File: src/rtl/cpu_types_pkg.sv
// Shared CPU pipeline types.
//   regbits_t   : 5-bit architectural register index
//   haz_state_t : hazard controller FSM state (RUN / DWAIT / HALT)
//   haz_ctrl_t  : bundle of pipeline-latch control strobes
//   haz_flow    : control word for the non-memory-wait rules
//                 (flush, RAW bubble, fetch miss, free run)
package cpu_types_pkg;

  typedef logic [4:0] regbits_t;

  typedef enum logic [1:0] {
    RUN   = 2'd0,
    DWAIT = 2'd1,
    HALT  = 2'd2
  } haz_state_t;

  typedef struct packed {
    logic pc_en;
    logic ifid_en;
    logic ifid_flush;
    logic idex_en;
    logic idex_flush;
    logic exmem_en;
  } haz_ctrl_t;

  localparam haz_ctrl_t HAZ_CTRL_IDLE = '0;

  // Lower-priority rules, shared by RUN and by the dhit cycle of DWAIT.
  // A flush squashes a stalled ID instruction, so it outranks the RAW bubble.
  function automatic haz_ctrl_t haz_flow(input logic jump_flush,
                                         input logic halt_ex,
                                         input logic raw_stall,
                                         input logic ihit);
    haz_ctrl_t c;
    c = '1;
    c.ifid_flush = 1'b0;
    c.idex_flush = 1'b0;
    if (jump_flush || halt_ex) begin
      c.pc_en      = jump_flush;
      c.ifid_flush = 1'b1;
      c.idex_flush = 1'b1;
    end else if (raw_stall || !ihit) begin
      c.pc_en      = 1'b0;
      c.ifid_en    = 1'b0;
      c.idex_flush = 1'b1;
    end
    return c;
  endfunction

endpackage

File: src/rtl/haz_raw_cmp.sv
// RAW dependency comparator for one register writer.
//   wsel_i    : destination register of the writer
//   rs_i/rt_i : source registers of the instruction in ID
//   uses_rt_i : ID instruction actually reads rt
//   match_o   : writer produces a value the ID instruction reads ($0 never matches)
module haz_raw_cmp (
  input  logic [4:0] wsel_i,
  input  logic [4:0] rs_i,
  input  logic [4:0] rt_i,
  input  logic       uses_rt_i,
  output logic       match_o
);

  assign match_o = (wsel_i != '0) &&
                   ((wsel_i == rs_i) || (uses_rt_i && (wsel_i == rt_i)));

endmodule

File: src/rtl/id_ex_hazard_ctrl.sv
// Pipeline hazard/stall controller for the IF/ID, ID/EX and EX/MEM latches.
// Inputs : CLK, RST (sync, active-high), ihit, dhit, Rs_id, Rt_id, usesRt_id,
//          dREN_ex, RegWr_ex, wsel_ex, RegWr_mem, wsel_mem, dmemReq_mem,
//          jumpFlush_ex, halt_ex, halt_mem
// Outputs: pc_en, ifid_en, ifid_flush, idex_en, idex_flush, exmem_en,
//          halted (sticky until RST), stall_cnt (saturating stall-cycle count)
// Build option: define HAZ_FWD_EN when a forwarding unit exists; RAW stalls
// then reduce to load-use only. Without it, any in-flight EX/MEM writer of an
// ID source register stalls until it has left MEM.
module id_ex_hazard_ctrl
  import cpu_types_pkg::*;
#(
  parameter int unsigned CNT_W = 32
) (
  input  logic             CLK,
  input  logic             RST,
  input  logic             ihit,
  input  logic             dhit,
  input  logic [4:0]       Rs_id,
  input  logic [4:0]       Rt_id,
  input  logic             usesRt_id,
  input  logic             dREN_ex,
  input  logic             RegWr_ex,
  input  logic [4:0]       wsel_ex,
  input  logic             RegWr_mem,
  input  logic [4:0]       wsel_mem,
  input  logic             dmemReq_mem,
  input  logic             jumpFlush_ex,
  input  logic             halt_ex,
  input  logic             halt_mem,
  output logic             pc_en,
  output logic             ifid_en,
  output logic             ifid_flush,
  output logic             idex_en,
  output logic             idex_flush,
  output logic             exmem_en,
  output logic             halted,
  output logic [CNT_W-1:0] stall_cnt
);

  haz_state_t       state_q, state_d;
  haz_ctrl_t        ctrl;
  logic [CNT_W-1:0] stall_cnt_q;
  logic             match_ex;
  logic             raw_stall;
  logic             dmiss;

  haz_raw_cmp u_cmp_ex (
    .wsel_i    (wsel_ex),
    .rs_i      (Rs_id),
    .rt_i      (Rt_id),
    .uses_rt_i (usesRt_id),
    .match_o   (match_ex)
  );

`ifdef HAZ_FWD_EN
  assign raw_stall = dREN_ex && RegWr_ex && match_ex;
`else
  logic match_mem;

  haz_raw_cmp u_cmp_mem (
    .wsel_i    (wsel_mem),
    .rs_i      (Rs_id),
    .rt_i      (Rt_id),
    .uses_rt_i (usesRt_id),
    .match_o   (match_mem)
  );

  // Load-use is a subset of the EX-writer term, so it needs no separate check.
  assign raw_stall = (RegWr_ex && match_ex) || (RegWr_mem && match_mem);
`endif

  assign dmiss = dmemReq_mem && !dhit;

  always_comb begin
    ctrl    = HAZ_CTRL_IDLE;
    state_d = state_q;
    unique case (state_q)
      RUN: begin
        if (dmiss) begin
          state_d = DWAIT;
        end else if (halt_mem) begin
          state_d = HALT;
        end else begin
          ctrl = haz_flow(jumpFlush_ex, halt_ex, raw_stall, ihit);
        end
      end
      DWAIT: begin
        // The completing access is not re-checked for a miss on the dhit cycle.
        if (dhit) begin
          ctrl    = haz_flow(jumpFlush_ex, halt_ex, raw_stall, ihit);
          state_d = RUN;
        end
      end
      HALT: state_d = HALT;
      default: state_d = RUN;
    endcase
    if (RST) begin
      ctrl = HAZ_CTRL_IDLE;
    end
  end

  always_ff @(posedge CLK) begin
    if (RST) begin
      state_q     <= RUN;
      stall_cnt_q <= '0;
    end else begin
      state_q <= state_d;
      if (!ctrl.pc_en && (state_q != HALT) && (stall_cnt_q != '1)) begin
        stall_cnt_q <= stall_cnt_q + CNT_W'(1);
      end
    end
  end

  assign pc_en      = ctrl.pc_en;
  assign ifid_en    = ctrl.ifid_en;
  assign ifid_flush = ctrl.ifid_flush;
  assign idex_en    = ctrl.idex_en;
  assign idex_flush = ctrl.idex_flush;
  assign exmem_en   = ctrl.exmem_en;
  assign halted     = (state_q == HALT);
  assign stall_cnt  = stall_cnt_q;

endmodule

File: config.mk
export PLATFORM = sky130hd
export DESIGN_NAME = id_ex_hazard_ctrl
export DESIGN_NICKNAME = d
export VERILOG_FILES = /design/src/rtl/cpu_types_pkg.sv /design/src/rtl/haz_raw_cmp.sv /design/src/rtl/id_ex_hazard_ctrl.sv
export SDC_FILE = /design/constraint.sdc
export NUM_CORES = 1
export LEC_CHECK = 0
export ABC_AREA = 1
export CELL_PAD_IN_SITES_DETAIL_PLACEMENT = 1
export CELL_PAD_IN_SITES_GLOBAL_PLACEMENT = 1
export CORE_AREA = 2 2 112 87
export CTS_CLUSTER_DIAMETER = 150
export DETAILED_ROUTE_END_ITERATION = 7
export DIE_AREA = 0 0 114 89
export HOLD_SLACK_MARGIN = 0.1
export PLACE_DENSITY_LB_ADDON = 0.12
export SLEW_MARGIN = 20
export SYNTH_ARGS = -nofsm -noshare
export SYNTH_HDL_FRONTEND = slang
export SYNTH_SLANG_ARGS = --single-unit
File: constraint.sdc
create_clock -name CLK -period 2.6 [get_ports CLK]
set_clock_uncertainty 0.1 [all_clocks]
set_input_delay 0.52 -clock CLK [delete_from_list [all_inputs] [get_ports CLK]]
set_output_delay 0.52 -clock CLK [all_outputs]
set_load 0.01 [all_outputs]
==> metrics.md <==
| Metric | Value |
|---|---|
| Ys async rst share | 0 |
| Commonest register cell after synthesis | dfxtp_1 |
| Ys Warns | 0 |
| Crit start category | input pin |
| Vias in the first global route | 3194 |
| WP data arrival | 1.86 ns |
| Post-Synthesis Cell Area | 2660 um^2 |
| CP Capture Type | output port |
| Worst rel slew slack | 0.581 |
| Maximum VDD drop | about 0.00017 V |
| Pre-CTS setup slack | -0.526 ns |
| Worst slew pin tran | ~0.63 ns |
| Met2 WL | 4010 um |
| Crit-path leading delay family | buffers and inverters |
| Root Buffer | clkbuf_16 |
| Final net count | 548 |
| Syn Nets | around 470 |
| Placed Area | approximately 3500 um^2 |
| Status | complete, no violations |
| Vias per cell | 5.01 |
| Crit path cell chain | clkdlybuf4s50_1 -> nand2_1 -> nand2_2 -> a21oi_4 -> buf_6 -> buf_4 -> buf_4 -> dlygate4sd2_1 |
| Largest net degree at the start of global routing | 34 |
| Initial antenna violation count | 0 |
| Longest Clk Path Bufs | 2 |
| Port-buffer cells | a little under 70 |
| Grt total ovfl | 0 |
| Crit-path slowest cell | clkdlybuf4s50_1 |
| Num Clock Sinks | 34 |
| Cell variety after synth | 27 |
| Setup Crit Path Kind | in -> out |
| RSZ-0062 raised after global routing | false |
| Clock transition at path regs | 0.05 ns |
| Worst setup margin | 0.119 ns |
| Area grow syn2layout | 39.3% |
| Tot Pwr | approximately 1.5 mW |
| CTS tree | built |
| Worst path most repeated cell | buf_4 |
| Vias | between 3000 and 4000 |
| Critical path depth in cells | 8 |
| Setup Total Neg Slack | 0 ns |
| DR WL met3 | 411 um |
| WL final | 9820 um |
| Seq cells post-synth | 34 |
| Antenna Nets Post-Route | 0 |
| Crit path max fanout | 3 |
| H-tree Lvls | 2 |
| Largest stage delay on the critical path | 0.46 ns |
| Hpwl dp | 7920 um |
| DRC Markers | 0 |
| Number of enable flip-flop cells after synthesis | 0 |
| Syn avg cell area | around 6 um^2 |
| Instance count of the mapped netlist | 440 |
| Pwr Density | slightly below 400 nW/um^2 |
| Drt wl/cell | 15.6 um |
| Top Metal Used | met4 |
| FMAX | 403 MHz |
| Period utilization | 0.954 |
| DR pass1 iterations | 4 |
| # IOs | 71 |
| Dpl cells | 618 |
| Bufs and invs on worst path | 5 |
| # diodes | 0 |
| Core area | between 8000 and 9000 um^2 |
| CTS Buf Count | 5 |
| Die Width | 114 um |
| WP data required | 1.98 ns |
| Pins over their slew limit | 0 |
| Final std cells w/o fill | 628 |
| Layout cells sized above 1 | 0.0969 |
| Final core occ | 0.415 |
| Leakage | 1.59 nW |
| First-pass GRT wire length | 16400 um |
| # hold bufs at CTS | 0 |
| DIE HEIGHT | slightly below 90 um |
| Number of max-cap violations | 0 |
| Initial Util | 0.298 |
| Hold WS | 0.384 ns |
| First DRT Iteration DRCs | 116 |
| Fin area | around 3700 um^2 |
| Die Area | about 10000 um^2 |
| Setup violations, final | 0 |
| Metal-1 WL | 5250 um |
| Tmin final | 2.48 ns |
| Gp weighted congestion | 0.928 |
| Final hold violation count | 0 |
| GRT Resource Usage Total | 0.207 |
| Hold/Removal Path Class | reg -> reg |
| Worst Hold Depth | 2 |
| Seq/Total Area, Yosys | 0.256 |
| Worst reg-to-reg path cell count | 12 |
| Cell Rows | 30 |
| Worst-Skew Late Latency | 0.29 ns |
## path summary, 6_finish.rpt
| kind | endpoint | from | slack, ns |
|---|---|---|---|
| worst max register to register | stall_cnt[11]$_SDFFE_PP0P_ | stall_cnt[1]$_SDFFE_PP0P_ | 0.32 |
| worst min register to register | stall_cnt[31]$_SDFFE_PP0P_ | stall_cnt[31]$_SDFFE_PP0P_ | 0.38 |
| worst max-delay path | exmem_en | dmemReq_mem | 0.12 |
| worst min-delay path | stall_cnt[31]$_SDFFE_PP0P_ | stall_cnt[31]$_SDFFE_PP0P_ | 0.38 |
## layout by cell type, fill, tap and decap left out, types with 2 or more instances in the layout
master | netlist | routed
buf_6 | 3 | 2
nand4_1 | 39 | 39
nand3b_1 | 3 | 3
inv_1 | 47 | 44
dlygate4sd2_1 | 0 | 18
nor3_2 | 1 | 2
nand3_1 | 13 | 13
nor3_1 | 15 | 14
nor2_2 | 0 | 2
nand2_1 | 140 | 136
xnor2_1 | 10 | 10
o21ai_0 | 5 | 3
nor2_1 | 44 | 42
nor4_1 | 5 | 5
nand3_2 | 2 | 2
nand2_2 | 1 | 4
clkdlybuf4s50_1 | 0 | 40
a21oi_1 | 31 | 31
dfxtp_1 | 34 | 34
inv_2 | 5 | 8
clkbuf_16 | 0 | 5
buf_4 | 1 | 16
xor2_1 | 22 | 22
dlymetal6s2s_1 | 0 | 8
## repair_timing
item,CTS,global route
resized for setup,38,17
setup buffers,1,1
gates cloned,0,0
setup endpoints to repair,38,35
pin swaps,3,9
## per-layer routing
layer	vias up	global-route usage
met5	-	0
met4	0	0.0654
met3	10	0.0366
met2	56	0.309
met1	1495	0.301
li1	1583	-
## cells by family (layout without fill, tap and decap cells)
family,after synthesis,after routing,synth area share
xor gates and xnor gates,32,32,0.105
and+or+nand+nor,265,265,0.448
DFF,34,34,0.256
AOI/OAI and AO/OA,39,39,0.0776
adders and majority gates,1,1,0.00470
buffers and inverters,69,145,0.109
## cell usage after synthesis, drive strengths merged, types with 5 or more instances
cell | count | area (um^2)
nand2 | 141 | 532
inv | 52 | 195
nor2 | 45 | 176
nand4 | 39 | 244
dfxtp | 34 | 681
a21oi | 32 | 164
xor2 | 22 | 193
nor3 | 17 | 101
nand3 | 15 | 85.1
clkbuf | 10 | 37.5
xnor2 | 10 | 87.6
buf | 7 | 56.3
nor4 | 5 | 31.3
o21ai | 5 | 25.0
## flip-flops by register name, summed over array words and instances (netlist names)
| register | flops |
|---|---|
| stall_cnt | 32 |
| state_q | 2 |
## cell type report
class | count | area, um^2
Timing Repair Buffer | 85 | 812
Sequential cell | 34 | 681
Tap cell | 112 | 140
Multi-Input combinational cell | 337 | 1730
Inverter | 52 | 195
Clock buffer | 7 | 143
Clock inverter | 1 | 5.00
Fill cell | 1195 | 5230
## where the power goes
| part | total (mW) | switching [mW] | leakage, nW | internal [mW] |
|---|---|---|---|---|
| clock | 0.618 | 0.238 | 0.0739 | 0.380 |
| combinational | 0.299 | 0.176 | 1.24 | 0.123 |
| sequential | 0.545 | 0.0134 | 0.275 | 0.532 |
| total | 1.46 | 0.427 | 1.59 | 1.04 |
## worst min-delay path, stage by stage, from the launching register on
cell	delay, ns
dfxtp_1	0.32
nand2_1	0.06
a21oi_1	0.05
No activity file was read; power rests on OpenSTA's default activity.
